### src/rtl/tdm_pkg.sv
// Shared types and constants for the 1:4 TDM demultiplexer.
package tdm_pkg;

  localparam int NUM_CH = 4;
  localparam int SLOT_W = 2;

  typedef enum logic {
    HUNT   = 1'b0,
    LOCKED = 1'b1
  } state_t;

  typedef logic [SLOT_W-1:0] slot_t;

endpackage

### src/rtl/tdm_demux_1x4_dec.sv
// 2-to-4 one-hot write-enable decoder: raises the enable of the slot being
// written when the qualifying valid is high.
module demux_dec_2x4
  import tdm_pkg::*;
(
  input  logic [SLOT_W-1:0] slot,
  input  logic              valid,
  output logic [NUM_CH-1:0] we
);

  always_comb begin
    we = '0;
    if (valid) we[slot] = 1'b1;
  end

endmodule

### src/rtl/tdm_demux_1x4.sv
// 1:4 TDM demultiplexer: aligns on sync, stages channels 0..2 and publishes a
// full frame on the slot-3 sample. Optional parity checking: TDM_DEMUX_PARITY_EN.
module tdm_demux_1x4
  import tdm_pkg::*;
#(
  parameter int W = 8
) (
  input  logic         clk,
  input  logic         rst_n,
  input  logic [W-1:0] din,
  input  logic         din_valid,
  input  logic         sync,
`ifdef TDM_DEMUX_PARITY_EN
  input  logic         din_par,
  output logic         par_err,
`endif
  output logic [W-1:0] ch0,
  output logic [W-1:0] ch1,
  output logic [W-1:0] ch2,
  output logic [W-1:0] ch3,
  output logic         frame_valid,
  output logic         locked,
  output logic         sync_err
);

  state_t              state;
  slot_t               slot;
  logic [W-1:0]        stg0, stg1, stg2;
  logic [NUM_CH-1:0]   slot_we;
  logic                start;
  logic                frame_ok;

  // A sync-qualified sample always opens a new frame, from either state.
  assign start = din_valid & sync;

  // Enables cover non-sync samples while locked; we[0] flags a missing sync.
  demux_dec_2x4 u_dec (
    .slot  (slot),
    .valid (din_valid & (state == LOCKED) & ~sync),
    .we    (slot_we)
  );

`ifdef TDM_DEMUX_PARITY_EN
  logic par_bad;
  logic frm_bad;

  assign par_bad  = din_valid & (^{din, din_par});
  assign frame_ok = ~(frm_bad | par_bad);

  always_ff @(posedge clk or negedge rst_n) begin
    if (!rst_n) begin
      par_err <= 1'b0;
      frm_bad <= 1'b0;
    end else begin
      par_err <= par_bad;
      if (start) frm_bad <= par_bad;
      else if (|slot_we[3:1]) frm_bad <= frm_bad | par_bad;
    end
  end
`else
  assign frame_ok = 1'b1;
`endif

  assign locked = (state == LOCKED);

  always_ff @(posedge clk or negedge rst_n) begin
    if (!rst_n) begin
      state       <= HUNT;
      slot        <= '0;
      stg0        <= '0;
      stg1        <= '0;
      stg2        <= '0;
      ch0         <= '0;
      ch1         <= '0;
      ch2         <= '0;
      ch3         <= '0;
      frame_valid <= 1'b0;
      sync_err    <= 1'b0;
    end else begin
      frame_valid <= 1'b0;
      sync_err    <= 1'b0;
      if (start) begin
        // A sync in the middle of a frame abandons the partial frame.
        stg0     <= din;
        slot     <= slot_t'(1);
        state    <= LOCKED;
        sync_err <= (state == LOCKED) && (slot != '0);
      end else if (slot_we[0]) begin
        sync_err <= 1'b1;
        state    <= HUNT;
      end
      if (slot_we[1]) begin
        stg1 <= din;
        slot <= slot_t'(2);
      end
      if (slot_we[2]) begin
        stg2 <= din;
        slot <= slot_t'(3);
      end
      if (slot_we[3]) begin
        slot <= '0;
        if (frame_ok) begin
          ch0         <= stg0;
          ch1         <= stg1;
          ch2         <= stg2;
          ch3         <= din;
          frame_valid <= 1'b1;
        end
      end
    end
  end

endmodule

### config.mk
export PLATFORM = sky130hd
export DESIGN_NAME = tdm_demux_1x4
export DESIGN_NICKNAME = d
export VERILOG_FILES = /design/src/rtl/tdm_pkg.sv /design/src/rtl/tdm_demux_1x4_dec.sv /design/src/rtl/tdm_demux_1x4.sv
export SDC_FILE = /design/constraint.sdc
export NUM_CORES = 1
export LEC_CHECK = 0
export ABC_AREA = 1
export ABC_CLOCK_PERIOD_IN_PS = 2700
export CAP_MARGIN = 20
export CORE_MARGIN = 2
export CORE_UTILIZATION = 55
export DETAILED_ROUTE_END_ITERATION = 12
export GPL_TIMING_DRIVEN = 0
export PLACE_DENSITY_LB_ADDON = 0.12
export SYNTH_ARGS = -nofsm -noshare
export SYNTH_HDL_FRONTEND = slang
export SYNTH_SLANG_ARGS = --single-unit
export TNS_END_PERCENT = 100
### constraint.sdc
create_clock -name clk -period 2.7 [get_ports clk]
set_input_delay 0.81 -clock clk [delete_from_list [all_inputs] [get_ports clk]]
set_output_delay 0.81 -clock clk [all_outputs]
set_load 0.01 [all_outputs]
== Word level (Yosys, flattened, before mapping) ==
Index checks and enable logic that the tools add are counted.
Operators by class
  order comparisons: 2
  muxes and demuxes: 12
  bitwise operators: 4
  reduce and logical (&&, ||, !) cells: 5
Operator list (count)
  $mux W2: 4
  $mux W1: 6
  $mux W4: 1
  $reduce_bool A2 Y1: 2
  $reduce_bool A4 Y1: 1
  $and A1 B1 Y1: 3
  $lt A2 B3 Y1 const B: 1
  $demux W1 S2: 1
  $ge A2 B1 Y1 const B: 1
  $logic_and A1 B1 Y1: 2
  $not A1 Y1: 1
Word-level totals
  output and inout bits: 35
  word-level logic and storage cells: 34
  bits in registers: 61
  input port bits: 12

== Longest topological paths before layout ==
  depth after elaboration: 8
  depth in mapped cells: 7

== Hierarchy ==
A second synthesis with hierarchy kept.
Unflattened totals
  cells, all modules: 244
  area, all modules: 2431.1 um^2
Modules (own cells, without submodules)
  tdm_demux_1x4: area an instance 2401.1 um^2, cells each 236, instances 1
  demux_dec_2x4: area an instance 30.0 um^2, cells each 8, instances 1

== Least setup slack after synthesis ==
OpenSTA, ideal clock, no wires.
  path type: input -> register
  start: input port din_valid
  end: register ch0[0]
  required time: 2583 ps
  data arrival time: 1398 ps
  setup time: 117 ps
  buffers on the path: 1
  stages: 6
  setup slack: 1186 ps
  cell sequence: nand2_1 > nor2_4 > nand2_2 > buf_6 > nand2_1 > nand2_1
Between the ends
  cells in the longest elaborated chain, start to end: 3
RTL lines
  start, declared: line tdm_demux_1x4.sv:11  | input logic din_valid,
  $and A1 B1 Y1 (2 in series): line tdm_demux_1x4.sv:39  | .valid (din_valid & (state == LOCKED) & ~sync),
  $mux W4: line tdm_demux_1x4_dec.sv:13  | if (valid) we[slot] = 1'b1;
  end signal, assigned: line tdm_demux_1x4.sv:103  | ch0 <= stg0;
  end, declared: line tdm_demux_1x4.sv:17  | output logic [W-1:0] ch0,
Every way passes these cells.
A chain may end at the register's enable or synchronous reset.

== Worst setup path in the final report ==
  start: register state (netlist: locked)
  end: output port locked
RTL lines
  start, declared: line tdm_demux_1x4.sv:26  | state_t state;
  start signal, assigned: line tdm_demux_1x4.sv:68  | state <= HUNT;
  start signal, assigned: line tdm_demux_1x4.sv:86  | state <= LOCKED;
  start signal, assigned: line tdm_demux_1x4.sv:90  | state <= HUNT;
  end, declared: line tdm_demux_1x4.sv:22  | output logic locked,
No word-level cell between the ends.

==> summary.txt <==
Worst path top cell family by delay: buffers and inverters
CTS root buf: clkbuf_8
Maximum number of pins on one net before global-route repair: 34
Core region area: 0.00432 mm^2
First-pass GRT wire length: 9.32 mm
Clock transition at the registers of the reported paths: 0.07 ns
Die W: 70.7 um
# clock sinks: 61
Final TNS setup: 0 ns
Max-cap check violation count: 0
Hold_ws: 0.470 ns
Routed wire length: 5.43 mm
PD cells: 1110 mW/mm^2
Total number of vias: 2011
Vias per cell: 5.20
Mapped Area: 0.00244 mm^2
DP Area: 0.00298 mm^2
GR Overflow Total: 0
VDD IR max: 0.000621 V
Maximum clock path buffer count: 2
Slew margin rel.: 56.6%
Crit-path max cell delay: 0.57 ns
Slew @ Worst Pin: 0.651 ns
Full die area: 0.00499 mm^2
GP Congestion: 0.802
Top Ports: 47
H-Tree Depth: 3
Global Route Usage Sum: 24.2%
Worst Skew: 0.00798 ns
Total CTS buffers: 9
# DRC: 0
Arr. time, crit path: 1.35 ns
Post-Synthesis Net Count: 284
RSZ-0062 raised after global routing: false
Tmin final: 2.16 ns
Worst-path cell chain: clkdlybuf4s50_1
Ys Warns: 0
Startpoint types: flip-flop
Worst skew pair latency: 0.34 ns
Post-DP HPWL: 3.62 mm
Crit end category: output port
Pleak: 1.69 nW
HP Class: flip-flop to flip-flop
Setup Buffers After CTS: 0
Antenna diodes: 0
Final instance area: 0.00321 mm^2
Post-synth cell types: 18
Non-filler cells, final: 387
Syn-to-layout area delta: 31.3%
NumNets Final: 342
Count of final setup violators: 0
FMAX: 462 MHz
DR WL/cell: 14.0 um
Final hold violation count: 0
Max-slew violations: 0
Port bufs: 46
Crit path required time: 1.89 ns
Vias in the first global route: 2008
Synthesized instance count: 272
Run status: finished clean
Share of layout cells above drive strength 1: 10.7%
Row cnt: 24
Die height: 70.7 um
Period Utilization, post-route: 80.1%
CTS-repair resized insts: 0
CTS tree: done
Initial core utilization: 56.5%
Placed cell count: 371
Count of buffer and inverter cells on the critical path: 1
Synthesized area per cell: 8.98 um^2
Antenna viol nets, final: 0
Sequential area share after synthesis: 62.5%
CP max FO: 6
DRT Pass-1 Iters: 4
Slowest CP cell: clkdlybuf4s50_1
Initial antenna violation count: 0
DR iter-0 viols: 153
CTS Hold Buffers Added: 0
WS Path Type: flip-flop to output port
Synth Register Bits: 61
[layout make-up]
type,count,area [um^2]
clock buffer,12,155
multi-input combinational,192,810
tap,52,65.1
inverter,6,22.5
clock inverter,4,70.1
sequential,61,1530
timing repair buffer,47,475
buffer,13,85.1
fill,335,1110
[per-stage QoR]
step	utilization, %	setup slack (ns)	power, mW
after global routing	74.2	0.477	3.79
after detailed placement	69.0	0.429	2.66
after CTS	74.2	0.519	3.59
final	74.2	0.536	3.56
after floorplan	-	1.19	2.03
after global placement	68.7	-1.03	2.62
[cell usage after synthesis (all sizes together)]
cell type	count	area, um^2
a21oi	2	10.0
buf	11	76.3
clkbuf	2	8.75
clkinv	1	3.75
dfrtp	61	1530
inv	5	18.8
nand2	132	503
nand3	49	245
nand4	1	6.26
nor2	6	35.0
o21ai	2	10.0
[cells by family after synthesis]
logic type             count (synthesis)  share of synthesized area [%]
and+or+nand+nor                      188                           32.3
buffers and inverters                 19                           4.40
AOI/OAI and AO/OA                      4                          0.819
DFF                                   61                           62.5
[state kept, by name (all words and copies together) (netlist names)]
signal	count
ch2	8
ch3	8
stg1	8
slot	2
ch1	8
stg0	8
ch0	8
frame_valid	1
sync_err	1
locked	1
stg2	8
[metal layers]
| layer | GRT usage (%) | share of wire, % | wire length (um) | up-vias |
|---|---|---|---|---|
| met5 | 0 | 0 | 0 | - |
| met4 | 8.18 | 1.4 | 76 | 0 |
| met1 | 32.9 | 46 | 2480 | 977 |
| met3 | 7.12 | 6.1 | 333 | 8 |
| met2 | 37.8 | 47 | 2540 | 52 |
| li1 | - | - | - | 974 |
[layout by cell type, fill, tap and decap left out, drive strengths merged]
| master | n |
|---|---|
| nand2 | 132 |
| dfrtp | 61 |
| nand3 | 49 |
| clkdlybuf4s50 | 45 |
| clkbuf | 14 |
| buf | 13 |
| nor2 | 6 |
| inv | 5 |
| clkinv | 3 |
| o21ai | 2 |
| a21oi | 2 |
| bufinv | 2 |
| nand4 | 1 |
[final timing paths]
check	start	endpoint	slack [ns]	cells past startpoint
min reg2reg	ch2[5]$_DFFE_PN0P_	ch2[5]$_DFFE_PN0P_	0.47	2
max	locked$_DFFE_PN0P_	locked	0.54	1
max in group asynchronous	rst_n	ch3[1]$_DFFE_PN0P_	1.60	2
max reg2reg	slot[0]$_DFFE_PN0P_	stg2[1]$_DFFE_PN0P_	1.34	5
min	ch2[5]$_DFFE_PN0P_	ch2[5]$_DFFE_PN0P_	0.47	2
min in group asynchronous	rst_n	locked$_DFFE_PN0P_	0.50	1
[where the power goes]
group	internal, mW	switching [mW]	leakage (nW)	total (mW)
Sequential	1.27	0.203	0.778	1.47
Combinational	0.586	0.593	0.793	1.18
Clock	0.567	0.341	0.116	0.909
Power figures use the tool's default switching activity.
